**config.mk**
```make
export PLATFORM = sky130hd
export DESIGN_NAME = hex_scroll_decoder
export DESIGN_NICKNAME = d
export VERILOG_FILES = /design/src/rtl/hex_scroll_pkg.sv /design/src/rtl/char_fifo.sv /design/src/rtl/hex_scroll_decoder.sv
export SDC_FILE = /design/constraint.sdc
export NUM_CORES = 1
export LEC_CHECK = 0
export ABC_AREA = 1
export CORE_UTILIZATION = 63
export CTS_CLUSTER_DIAMETER = 40
export DETAILED_ROUTE_END_ITERATION = 10
export PLACE_DENSITY = 0.95
export SYNTH_ARGS = -nofsm -noshare
export SYNTH_HDL_FRONTEND = slang
export SYNTH_SLANG_ARGS = --single-unit
```
**constraint.sdc**
```tcl
create_clock -name CLOCK_50 -period 6.5 [get_ports CLOCK_50]
set_input_delay 1.625 -clock CLOCK_50 [delete_from_list [all_inputs] [get_ports CLOCK_50]]
set_output_delay 1.625 -clock CLOCK_50 [all_outputs]
set_load 0.1 [all_outputs]
```
**src/rtl/hex_scroll_pkg.sv**
```systemverilog
// hex_scroll_pkg
//   Shared definitions for the scrolling-display decoder:
//   - char_t: 4-bit character codes recovered from the 7-segment displays
//   - SEG_*: active-low segment patterns (bit 6 = segment g ... bit 0 = segment a)
//   - seg_to_char(): pattern -> character code, CH_UNKNOWN for anything else
//   - LEDR_ALL_ON: LED bar value that marks end-of-message
package hex_scroll_pkg;

  localparam int NUM_DIGITS = 6;

  localparam logic [9:0] LEDR_ALL_ON = 10'h3FF;

  localparam logic [6:0] SEG_OFF  = 7'h7F;
  localparam logic [6:0] SEG_C    = 7'b1000110;
  localparam logic [6:0] SEG_P    = 7'b0001100;
  localparam logic [6:0] SEG_E    = 7'b0000110;
  localparam logic [6:0] SEG_N    = 7'b1001000;
  localparam logic [6:0] SEG_3    = 7'b0110000;
  localparam logic [6:0] SEG_1    = 7'b1111001;
  localparam logic [6:0] SEG_B    = 7'b0000011;
  localparam logic [6:0] SEG_Y    = 7'b0010001;
  localparam logic [6:0] SEG_E_LC = 7'b0000100;

  typedef enum logic [3:0] {
    CH_BLANK   = 4'd0,
    CH_C       = 4'd1,
    CH_P       = 4'd2,
    CH_E       = 4'd3,
    CH_N       = 4'd4,
    CH_3       = 4'd5,
    CH_1       = 4'd6,
    CH_B       = 4'd7,
    CH_Y       = 4'd8,
    CH_E_LC    = 4'd9,
    CH_UNKNOWN = 4'd15
  } char_t;

  function automatic char_t seg_to_char(input logic [6:0] seg);
    char_t ch;
    case (seg)
      SEG_OFF:  ch = CH_BLANK;
      SEG_C:    ch = CH_C;
      SEG_P:    ch = CH_P;
      SEG_E:    ch = CH_E;
      SEG_N:    ch = CH_N;
      SEG_3:    ch = CH_3;
      SEG_1:    ch = CH_1;
      SEG_B:    ch = CH_B;
      SEG_Y:    ch = CH_Y;
      SEG_E_LC: ch = CH_E_LC;
      default:  ch = CH_UNKNOWN;
    endcase
    return ch;
  endfunction

endpackage

```
**src/rtl/char_fifo.sv**
```systemverilog
// char_fifo
//   First-word-fall-through FIFO. pop_data_o always shows the head entry;
//   it is meaningful while empty_o is low.
//   Handshake: a push is accepted when push_i is high and the FIFO is not
//   full, or when it is full and a pop happens in the same cycle. A pop is
//   accepted when pop_i is high and the FIFO is not empty. A push refused
//   because the FIFO is full is simply discarded; the caller decides what
//   to flag.
// Ports:
//   clk, rst_n          clock, asynchronous active-low reset
//   push_i, push_data_i write request and data
//   pop_i               remove head entry
//   pop_data_o          head entry
//   full_o, empty_o     occupancy status
// DEPTH must be a power of two so the pointers wrap by plain overflow.
module char_fifo #(
  parameter int DEPTH = 8,
  parameter int WIDTH = 4
) (
  input  logic             clk,
  input  logic             rst_n,
  input  logic             push_i,
  input  logic [WIDTH-1:0] push_data_i,
  input  logic             pop_i,
  output logic [WIDTH-1:0] pop_data_o,
  output logic             full_o,
  output logic             empty_o
);

  localparam int AW = $clog2(DEPTH);
  localparam logic [AW:0] FULL_CNT = (AW+1)'(DEPTH);

  logic [WIDTH-1:0] mem_q [DEPTH];
  logic [WIDTH-1:0] mem_d [DEPTH];
  logic [AW-1:0]    wr_ptr_q, wr_ptr_d;
  logic [AW-1:0]    rd_ptr_q, rd_ptr_d;
  logic [AW:0]      cnt_q, cnt_d;
  logic             do_push;
  logic             do_pop;

  assign empty_o    = (cnt_q == '0);
  assign full_o     = (cnt_q == FULL_CNT);
  assign pop_data_o = mem_q[rd_ptr_q];

  // A full FIFO can still take a push when the head leaves in the same cycle.
  assign do_pop  = pop_i && !empty_o;
  assign do_push = push_i && (!full_o || do_pop);

  always_comb begin
    mem_d    = mem_q;
    wr_ptr_d = wr_ptr_q;
    rd_ptr_d = rd_ptr_q;
    cnt_d    = cnt_q;
    if (do_push) begin
      mem_d[wr_ptr_q] = push_data_i;
      wr_ptr_d        = wr_ptr_q + 1'b1;
    end
    if (do_pop) begin
      rd_ptr_d = rd_ptr_q + 1'b1;
    end
    case ({do_push, do_pop})
      2'b10:   cnt_d = cnt_q + 1'b1;
      2'b01:   cnt_d = cnt_q - 1'b1;
      default: cnt_d = cnt_q;
    endcase
  end

  always_ff @(posedge clk or negedge rst_n) begin
    if (!rst_n) begin
      for (int i = 0; i < DEPTH; i++) begin
        mem_q[i] <= '0;
      end
      wr_ptr_q <= '0;
      rd_ptr_q <= '0;
      cnt_q    <= '0;
    end else begin
      mem_q    <= mem_d;
      wr_ptr_q <= wr_ptr_d;
      rd_ptr_q <= rd_ptr_d;
      cnt_q    <= cnt_d;
    end
  end

endmodule

```
**src/rtl/hex_scroll_decoder.sv**
```systemverilog
// hex_scroll_decoder
//   Passive reader for a six-digit scrolling 7-segment display. Each frame
//   sampled from HEX5..HEX0 is decoded to character codes and compared with
//   the previously accepted frame:
//     unchanged                  -> nothing happens
//     shifted left by one digit  -> scroll step: the new HEX0 character is
//                                   queued and the step counter advances
//     anything else              -> FRAME_ERR (sticky)
//   The character queue is drained with a valid/ready handshake: a character
//   transfers on any rising edge where CHAR_VALID and CHAR_READY are both
//   high; CHAR_DATA is stable while CHAR_VALID is high and not accepted.
// Ports:
//   CLOCK_50, RESET_N     clock, asynchronous active-low reset
//   HEX5..HEX0            active-low segment buses (HEX5 leftmost)
//   LEDR                  LED bar of the scrolling display
//   CHAR_DATA/VALID/READY queued character stream
//   SCROLL_COUNT          saturating count of scroll steps
//   FRAME_ERR, BAD_GLYPH, OVERFLOW, DONE  sticky status flags
// Build option GLITCH_FILTER_EN: a frame is only classified after it has
//   been sampled identically on two consecutive edges, so a one-cycle glitch
//   produces no event (latency 3 cycles instead of 2).
module hex_scroll_decoder
  import hex_scroll_pkg::*;
#(
  parameter int DEPTH   = 8,
  parameter int COUNT_W = 8
) (
  input  logic               CLOCK_50,
  input  logic               RESET_N,
  input  logic [6:0]         HEX5,
  input  logic [6:0]         HEX4,
  input  logic [6:0]         HEX3,
  input  logic [6:0]         HEX2,
  input  logic [6:0]         HEX1,
  input  logic [6:0]         HEX0,
  input  logic [9:0]         LEDR,
  output logic [3:0]         CHAR_DATA,
  output logic               CHAR_VALID,
  input  logic               CHAR_READY,
  output logic [COUNT_W-1:0] SCROLL_COUNT,
  output logic               FRAME_ERR,
  output logic               BAD_GLYPH,
  output logic               OVERFLOW,
  output logic               DONE
);

  // Sample register: raw segment patterns, index 5 = HEX5.
  logic [NUM_DIGITS-1:0][6:0] hex_s_q, hex_s_d;
  logic [9:0]                 ledr_s_q, ledr_s_d;

`ifdef GLITCH_FILTER_EN
  // Holds the sample taken one edge earlier; a frame counts only once it
  // has been seen on two consecutive edges.
  logic [NUM_DIGITS-1:0][6:0] hex_h_q, hex_h_d;
  logic [9:0]                 ledr_h_q, ledr_h_d;
`endif

  // Decoded sample and last accepted frame (character codes).
  logic [NUM_DIGITS-1:0][3:0] frame;
  logic [NUM_DIGITS-1:0][3:0] prev_q, prev_d;

  logic [COUNT_W-1:0] count_q, count_d;
  logic               frame_err_q, frame_err_d;
  logic               bad_glyph_q, bad_glyph_d;
  logic               overflow_q, overflow_d;
  logic               done_q, done_d;

  logic classify;
  logic frame_bad;
  logic frame_changed;
  logic frame_shift;
  logic frame_blank;
  logic push;
  logic pop;
  logic fifo_full;
  logic fifo_empty;
  logic [3:0] fifo_head;

  // ---------------------------------------------------------------------
  // Input sampling
  // ---------------------------------------------------------------------
  always_comb begin
    hex_s_d  = {HEX5, HEX4, HEX3, HEX2, HEX1, HEX0};
    ledr_s_d = LEDR;
`ifdef GLITCH_FILTER_EN
    hex_h_d  = hex_s_q;
    ledr_h_d = ledr_s_q;
`endif
  end

`ifdef GLITCH_FILTER_EN
  assign classify = (hex_s_q == hex_h_q) && (ledr_s_q == ledr_h_q);
`else
  assign classify = 1'b1;
`endif

  // ---------------------------------------------------------------------
  // Decode and classify
  // ---------------------------------------------------------------------
  always_comb begin
    frame     = '0;
    frame_bad = 1'b0;
    for (int i = 0; i < NUM_DIGITS; i++) begin
      frame[i] = seg_to_char(hex_s_q[i]);
      if (frame[i] == CH_UNKNOWN) begin
        frame_bad = 1'b1;
      end
    end
  end

  // A shift means every digit moved one place left: HEX(i) now shows what
  // HEX(i-1) showed. The incoming HEX0 character is unconstrained, so a
  // repeated letter entering at HEX0 is still a step.
  assign frame_changed = (frame != prev_q);
  assign frame_shift   = (frame[NUM_DIGITS-1:1] == prev_q[NUM_DIGITS-2:0]);
  // CH_BLANK is code 0, so an all-blank frame is all-zero.
  assign frame_blank   = (frame == '0);

  assign push = classify && frame_changed && frame_shift;
  assign pop  = !fifo_empty && CHAR_READY;

  always_comb begin
    prev_d      = prev_q;
    count_d     = count_q;
    frame_err_d = frame_err_q;
    bad_glyph_d = bad_glyph_q;
    overflow_d  = overflow_q;
    done_d      = done_q;

    if (classify) begin
      prev_d = frame;
      if (frame_bad) begin
        bad_glyph_d = 1'b1;
      end
      if (frame_changed && !frame_shift) begin
        frame_err_d = 1'b1;
      end
      if ((ledr_s_q == LEDR_ALL_ON) && frame_blank) begin
        done_d = 1'b1;
      end
    end

    // Every step counts, even when its character is dropped.
    if (push && (count_q != '1)) begin
      count_d = count_q + 1'b1;
    end

    if (push && fifo_full && !pop) begin
      overflow_d = 1'b1;
    end
  end

  // ---------------------------------------------------------------------
  // Character queue
  // ---------------------------------------------------------------------
  char_fifo #(
    .DEPTH (DEPTH),
    .WIDTH (4)
  ) u_char_fifo (
    .clk         (CLOCK_50),
    .rst_n       (RESET_N),
    .push_i      (push),
    .push_data_i (frame[0]),
    .pop_i       (pop),
    .pop_data_o  (fifo_head),
    .full_o      (fifo_full),
    .empty_o     (fifo_empty)
  );

  // ---------------------------------------------------------------------
  // State registers
  // ---------------------------------------------------------------------
  always_ff @(posedge CLOCK_50 or negedge RESET_N) begin
    if (!RESET_N) begin
      // Samples reset to a blank frame so the first classification after
      // reset matches the blank previous frame and raises nothing.
      hex_s_q     <= {NUM_DIGITS{SEG_OFF}};
      ledr_s_q    <= '0;
`ifdef GLITCH_FILTER_EN
      hex_h_q     <= {NUM_DIGITS{SEG_OFF}};
      ledr_h_q    <= '0;
`endif
      prev_q      <= '0;
      count_q     <= '0;
      frame_err_q <= 1'b0;
      bad_glyph_q <= 1'b0;
      overflow_q  <= 1'b0;
      done_q      <= 1'b0;
    end else begin
      hex_s_q     <= hex_s_d;
      ledr_s_q    <= ledr_s_d;
`ifdef GLITCH_FILTER_EN
      hex_h_q     <= hex_h_d;
      ledr_h_q    <= ledr_h_d;
`endif
      prev_q      <= prev_d;
      count_q     <= count_d;
      frame_err_q <= frame_err_d;
      bad_glyph_q <= bad_glyph_d;
      overflow_q  <= overflow_d;
      done_q      <= done_d;
    end
  end

  assign CHAR_DATA    = fifo_head;
  assign CHAR_VALID   = !fifo_empty;
  assign SCROLL_COUNT = count_q;
  assign FRAME_ERR    = frame_err_q;
  assign BAD_GLYPH    = bad_glyph_q;
  assign OVERFLOW     = overflow_q;
  assign DONE         = done_q;

endmodule

```
Word level (Yosys, flattened, before mapping)
Cells that the tools add are included.
{ "classes": {"n_lt_le_gt_ge": 3, "reduce_logical": 18, "div_mod_pow": 0, "multipliers": 0, "addsub": 5, "shifts": 0, "eq_ne": 73, "n_mux": 19, "bitwise_logic": 2} }
{ "ops": {"columns": ["op", "count"], "rows": [
  ["one-hot mux 4 bit (10 select lines)", 6],
  ["equality test 7 bit (second input constant)", 24],
  ["equality test 7 x 3 -> 1 bit (second input constant)", 12],
  ["equality test 7 x 2 -> 1 bit (second input constant)", 6],
  ["equality test 7 x 4 -> 1 bit (second input constant)", 6],
  ["equality test 7 x 5 -> 1 bit (second input constant)", 6],
  ["equality test 7 x 6 -> 1 bit (second input constant)", 6],
  ["bitwise mux 32 bit", 1],
  ["equality test 4 bit (second input constant)", 7],
  ["zero test 24 bit", 1],
  ["inequality test 24 bit", 1],
  ["equality test 20 bit", 1],
  ["binary-select mux 4 bit (select 3 bit)", 1],
  ["demux 4 bit (select 3 bit)", 1],
  ["two-way mux 4 bit", 3],
  ["equality test 10 bit (second input constant)", 1],
  ["logical AND 1 bit", 10],
  ["adder 8 x 1 -> 8 bit (second input constant)", 1],
  ["greater-or-equal comparator 4 bit (second input constant)", 2],
  ["inequality test 8 bit (second input constant)", 1],
  ["inverter 3 -> 4 bit", 2],
  ["one-hot mux 4 bit (2 select lines)", 1],
  ["adder 3 x 1 -> 3 bit (second input constant)", 2],
  ["two-way mux 1 bit", 6],
  ["other kinds (9)", 12]
]} }
{ "totals": {"ram_bits": 0, "latchBits": 0, "ff_bits": 130, "word_cells": 149, "rom_bits": 0, "n_memories": 0, "out_inout_bits": 17} }

Logic depth before layout (Yosys ltp)
Gate-level depths: netlist (run 1).
{ "depth": {"depth_word": 9, "mapped_depth": 27, "depth_no_buf": 26} }

Cells and area by module
Synthesis (run 1) repeated with hierarchy kept, for this count alone.
{ "hier_totals": {"cells_unflattened": 1110, "hier_area_um2": 7743.7} }
{ "modules_own_cells": {"columns": ["mod", "instances", "cells_per_inst", "area_per_inst_um2"], "rows": [
  ["hex_scroll_decoder", 1, 801, 5392.7],
  ["char_fifo", 1, 309, 2351.0]
]} }

Worst setup path after synthesis (run 1)
OpenSTA, ideal clock, no wires.
{ "synth_path": {"path_type": "reg2out", "start": "reg u_char_fifo.rd_ptr_q[0]", "end": "out CHAR_DATA[0]", "t_arrival_ns": 2.723, "path_slack_ns": 2.152, "stages_incl_launch_ff": 7, "cell_sequence": "dfrtp_1 -> clkbuf_1 -> clkbuf_1 -> nor2_1 -> nor2_1 -> o21ai_0 -> a31oi_1"} }
{ "synth_between": {"elab_chain_len": 4} }
{ "synth_rtl": {"columns": ["element", "line", "source"], "rows": [
  ["start: declaration", "char_fifo.sv:36", "logic [AW-1:0] rd_ptr_q, rd_ptr_d;"],
  ["start signal: assignment", "char_fifo.sv:79", "rd_ptr_q <= rd_ptr_d;"],
  ["inverter 3 -> 4 bit (not written as such)", "char_fifo.sv:43", "assign pop_data_o = mem_q[rd_ptr_q];"],
  ["binary-select mux 4 bit (select 3 bit)", "char_fifo.sv:43", null],
  ["two-way mux 4 bit (not written as such) (2 in series)", "char_fifo.sv:43", null],
  ["end: declaration", "hex_scroll_decoder.sv:37", "output logic [3:0] CHAR_DATA,"]
]} }
Every way passes these cells. The select of a mux whose other input is x is not followed.

Final worst setup path (run 1)
{ "layout_path": {"start": "reg u_char_fifo.rd_ptr_q[0]", "end": "out CHAR_DATA[1]"} }
Same word-level chain as after synthesis.

==> results of run 1 <==
==> per-stage QoR <==
stage / hold slack [ns] / power [mW] / worst slack [ns] / cells
after floorplan: 0.4438 / 1.849 / 2.152 / 1051
final: 0.4636 / 3.107 / 1.739 / 1289
after global routing: 0.4913 / 3.252 / 1.659 / 1289
after detailed placement: 0.4551 / 2.107 / 2.077 / 1257
after global placement: 0.4477 / 2.072 / 2.205 / 1257
after CTS: 0.4674 / 3.090 / 1.771 / 1289
==> routing by layer <==
metal	global-route usage	part of all wire	up-vias
li1	-	-	3485
met1	0.3952	0.40	3333
met2	0.5230	0.49	390
met3	0.07948	0.087	80
met4	0.1505	0.031	0
met5	0	0	-
==> cell type report <==
cell class	instances	area [µm²]	share of cell area
multi-input cells	796	3795	0.4196
flip-flops and latches	130	3306	0.3655
repair buffers	73	723.2	0.07996
clock buffers	22	518.0	0.05727
inverters	115	431.7	0.04772
well taps	143	178.9	0.01978
clock inverters	10	92.59	0.01024
==> where the power goes <==
| group | switching, mW | total (mW) | internal (mW) | leakage [nW] |
|---|---|---|---|---|
| clock network | 0.370 | 0.974 | 0.604 | 0.298 |
| registers | 0.146 | 1.10 | 0.956 | 1.48 |
| logic | 0.721 | 1.03 | 0.309 | 2.94 |
| total | 1.24 | 3.11 | 1.87 | 4.72 |
==> kinds of logic after synthesis <==
| logic type | synth area share |
|---|---|
| buf+inv | 0.06523 |
| simple gates | 0.4367 |
| xor+xnor | 0.02075 |
| fa+ha+maj | 0.009883 |
| flops | 0.4352 |
| compound gates | 0.03229 |
==> flip-flops by register name (all words and copies together), names as in the netlist <==
register,flops
hex_s_q,42
SCROLL_COUNT,8
DONE,1
u_char_fifo.mem_q,32
ledr_s_q,10
prev_q,24
u_char_fifo.wr_ptr_q,3
u_char_fifo.cnt_q,4
u_char_fifo.rd_ptr_q,3
FRAME_ERR,1
BAD_GLYPH,1
OVERFLOW,1
==> final timing paths <==
kind	startpoint	end	slack, ns	cells after the start
worst max-delay path	u_char_fifo.rd_ptr_q[0]	CHAR_DATA[1]	1.74	6
worst min-delay path	DONE	DONE	0.46	1
worst max register to register	hex_s_q[5]	u_char_fifo.cnt_q[3]	2.33	23
worst min register to register	DONE	DONE	0.46	1
max in group asynchronous	RESET_N	prev_q[17]	4.38	2
min in group asynchronous	RESET_N	prev_q[10]	1.09	1
==> critical path, delay by kind of cell, from the launching register on <==
family	cells	cell delay [ns]
buffers and inverters	2	1.57
DFF	1	0.56
AOI/OAI and AO/OA	3	0.50
and+or+nand+nor	1	0.06
==> layout by cell type (no fill, tap or decap), drive strengths merged, types with 2 or more instances in the layout <==
| cell | count |
|---|---|
| nand2 | 375 |
| nor2 | 188 |
| inv | 115 |
| nand3 | 104 |
| dfrtp | 88 |
| clkdlybuf4s50 | 70 |
| dfstp | 42 |
| o21ai | 25 |
| nand4 | 24 |
| clkbuf | 22 |
| nor3 | 22 |
| xor2 | 13 |
| a21oi | 7 |
| nand3b | 7 |
| clkinv | 7 |
| ha | 6 |
| and2 | 5 |
| xnor2 | 5 |
| o22ai | 4 |
| a31oi | 4 |
| buf | 3 |
| clkinvlp | 2 |
| nor3b | 2 |
==> metrics, run 1 <==
endpoint type of the worst setup path=output port; Overflow after GRT=0; CTS tree=yes; Num CTS Buffers=17; Die Width=111.8 µm; fin crit period=4.761 ns; Avg WL per Cell=14.42 µm; violated checks=design-rule violations; total die area=12500 µm²; Die Y-Extent=111.8 µm; gr usage total=0.3185; register area share after synthesis=0.4352; Routed Antenna Nets=0; max incr delay on CP=1.15 ns; leak pwr=4.715 nW; Worst EP required=4.88 ns; Synth cell types=39; number of synthesized register bits=130; via count of the routed design=7288; Async SR Flop Fraction=1.000; Core Rows=39; RSZ-0062 raised after global routing=no; WP data arrival=3.14 ns; Max Freq=210.1 MHz; top post-synthesis cells by count=nand2_1, nor2_1, nand3_1; Slew @ Worst Pin=0.9951 ns; final setup TNS=0 ns; H-tree Lvls=4; Pwr Density=343.5 nW/µm²; CTS-repair resized insts=0; worst vdd ir=0.0003631 V; crit-path max FO=18; Post-synth EDFFs=0; wire length of the first global-routing pass=31570 µm; vias in the first global route=6964; Root Buffer=clkbuf_16; drt first pass iters=11; clk_lat worst skew=0.44 ns; final setup vio count=0; Initial Utilization=0.6568; main flop type after synthesis=dfrtp_1; cts hold-fix bufs=0; top cells by area, synth=dfrtp_1, nand2_1, dfstp_2; PortBufs=71; Via density=5.654; Hold WC Path Type=register to register; area leader, netlist=dfrtp_1; Worst slew margin=0.3345; Slew Viols, Final=0; placed instance area=8434 µm²; pin count of the biggest net entering global routing=58; antenna violations before repair=0; clk sinks=130; final core utilization=0.7821; element type at the critical path start=register; Post-Synthesis Cells=1051; Max Clock Skew=0.006832 ns; Worst-path clk slew=0.06 ns; RePlAce Congestion=0.9279; initial drt markers=873; post-synth top area share=0.2899; final hold violations=0; Final Cell Area=9045 µm²; Setup Buffers After CTS=0; share of layout cells above drive strength 1=0.1466; Layout fillers=793; DRC Markers=5; status=finished, violations left; Crit Path Category=register to output port; MaxCap Viol Count=0; detailed placer's ending HPWL=12910 µm; Ant. Diodes=0; Routed WL=18590 µm; Synth Cell Area=7596 µm²; most common cell in the netlist=nand2_1; crit path max-delay cell type=clkdlybuf4s50_1; Ports=72; fin nets=1194; core area=11560 µm²; Mean Syn Cell Area=7.227 µm²; Layout area overhead=19.07%; Syn. warnings=0; Clock Path Buffers=2; fin crit share=0.7324; CP cell instances=inv_1 > o21ai_0 > o22ai_1 > nor2_1 > a31oi_1 > clkdlybuf4s50_1; Post-Syn Nets=1112
Note: power is estimated with default switching activity, not from simulation.
==> inputs of run 2 (changes only) <==
Settings changed: CORE_UTILIZATION 63 to 58, PLACE_DENSITY 0.95 to 0.92.
Clock period 6.5 ns to 4.6 ns, I/O delays scaled along.
==> run 2 against run 1 <==
Against the previous run:
- the run now ends clean
- total power is 39% higher
- core utilization is 6.6 points lower
- wire length down 4.2%
- setup slack worse by 0.73 ns
- global-route usage down 3.6 points
- sequential power grew 40%
- flip-flop and latch count did not move
- combinational power increased by 41%
- largest cell class unchanged
- largest power group unchanged
- highest routed layer unchanged
==> metrics, run 2 (synthesized netlist as in run 1, its figures left out) <==
status=finished, final reports clean; element type at the critical path start=register; Layout area overhead=19.49%; core area=12670 µm²; Crit Path Category=register to output port; Design Power=4.309 mW; area of the multi-input gates=3795 µm²; Worst Setup SP=u_char_fifo.rd_ptr_q[0]; leak pwr=4.732 nW; Hold WC Path Type=register to register; placed instance area=8491 µm²; Max Clock Skew=0.006990 ns; DRC Markers=0; Slew @ Worst Pin=0.9919 ns; Overflow after GRT=0; initial drt markers=675; Die Width=116.4 µm; RSZ-0062 raised after global routing=no; final setup vio count=0; dpl ws=1.176 ns; vias in the first global route=6762; Ant. Diodes=0; Die Y-Extent=116.4 µm; CP cell instances=inv_1 > o21ai_0 > o22ai_1 > nor2_1 > a31oi_1 > buf_4; gr usage total=0.2822; Layout fillers=962; FF-to-FF End=u_char_fifo.cnt_q[2]; Root Buffer=clkbuf_16; Worst-path clk slew=0.05 ns; commonest non-fill, non-tap cell in the layout=nand2_1; Top reg by flops=hex_s_q; R2R Setup Slk=1.08 ns; Routed Antenna Nets=0; RePlAce Congestion=0.9152; clk_lat worst skew=0.42 ns; cts hold-fix bufs=0; biggest regs=hex_s_q x42, u_char_fifo.mem_q x32, prev_q x24; Worst EP required=3.45 ns; drt first pass iters=5; crit path max-delay cell type=dfrtp_1; crit-path leading delay family=buffers and inverters; endpoint type of the worst setup path=output port; Initial Utilization=0.5995; Hold Slack=0.4667 ns; Setup Buffers After CTS=0; Final Cell Area=9076 µm²; PortBufs=71; clk sinks=130; CTS tree=yes; Via density=5.394; antenna violations before repair=0; fin nets=1198; worst vdd ir=0.0003712 V; Clock Path Buffers=2; CTS-repair resized insts=0; wire length of the first global-routing pass=29800 µm; Max Freq=278.7 MHz; pin count of the biggest net entering global routing=68; Slew Viols, Final=0; Routed WL=17810 µm; Setup crit end=CHAR_DATA[2]; Avg WL per Cell=13.47 µm; R2R Path Start=hex_s_q[24]; share of layout cells above drive strength 1=0.1522; worst-case reg-to-reg path depth=27; max reg flops=42; final hold violations=0; commonest non-fill, non-tap cells in the layout=nand2_1, nor2_1, nand3_1, dfrtp_1, inv_1; via count of the routed design=7131; fin crit share=0.7800; WP depth=6; Worst slew margin=0.3367; Pwr Density=474.7 nW/µm²; Num CTS Buffers=17; WP data arrival=2.44 ns; worst setup margin=1.012 ns; register area=3306 µm²; Buf/Inv on CP=2; crit-path max FO=18; Core Rows=41; detailed placer's ending HPWL=12760 µm; Ports=72; MaxCap Viol Count=0; total die area=13560 µm²; fin crit period=3.588 ns; final setup TNS=0 ns; H-tree Lvls=4; max incr delay on CP=0.60 ns
run 2: metrics by stage:
step / util / std cells
4_1_cts: 0.7163 / 1322
2_1_floorplan: - / 1051
5_1_grt: 0.7163 / 1322
3_5_place_dp: 0.6701 / 1290
6_report: 0.7163 / 1322
3_3_place_gp: 0.6701 / 1290
run 2: tightest hold or removal path, stage by stage (launching register included):
cell	delay, ns
dfrtp_1	0.33
inv_1	0.05
nand2_1	0.05
run 2: power by group:
| part | switching [mW] | internal, mW | total, mW |
|---|---|---|---|
| combinational | 1.02 | 0.431 | 1.45 |
| sequential | 0.187 | 1.35 | 1.54 |
| clock | 0.486 | 0.830 | 1.32 |
| total | 1.70 | 2.61 | 4.31 |
run 2: worst min-delay path by stage:
| stage | from | to | slack, ns | depth (start not counted) |
|---|---|---|---|---|
| after floorplan | u_char_fifo.mem_q[16] | u_char_fifo.mem_q[16] | 0.44 | 2 |
| after global placement | FRAME_ERR | FRAME_ERR | 0.45 | 2 |
| after detailed placement | FRAME_ERR | FRAME_ERR | 0.45 | 2 |
| after CTS | FRAME_ERR | FRAME_ERR | 0.47 | 2 |
| after global routing | DONE | DONE | 0.49 | 1 |
| final | FRAME_ERR | FRAME_ERR | 0.47 | 2 |
run 2: area by class of cell:
| cell class | instances | share of cell area |
|---|---|---|
| Timing Repair Buffer | 77 | 0.08189 |
| Clock buffer | 24 | 0.05652 |
| Tap cell | 172 | 0.02371 |
| Clock inverter | 8 | 0.007996 |
| Multi-Input combinational cell | 796 | 0.4181 |
| Inverter | 115 | 0.04756 |
| Sequential cell | 130 | 0.3642 |
run 2: layer usage:
| layer | part of all wire | GRT usage | vias up | routed length (µm) |
|---|---|---|---|---|
| li1 | - | - | 3494 | - |
| met2 | 0.49 | 0.4836 | 314 | 8706 |
| met4 | 0.018 | 0.1094 | 0 | 316 |
| met1 | 0.43 | 0.3510 | 3291 | 7599 |
| met3 | 0.066 | 0.05708 | 32 | 1184 |
| met5 | 0 | 0 | - | 0 |
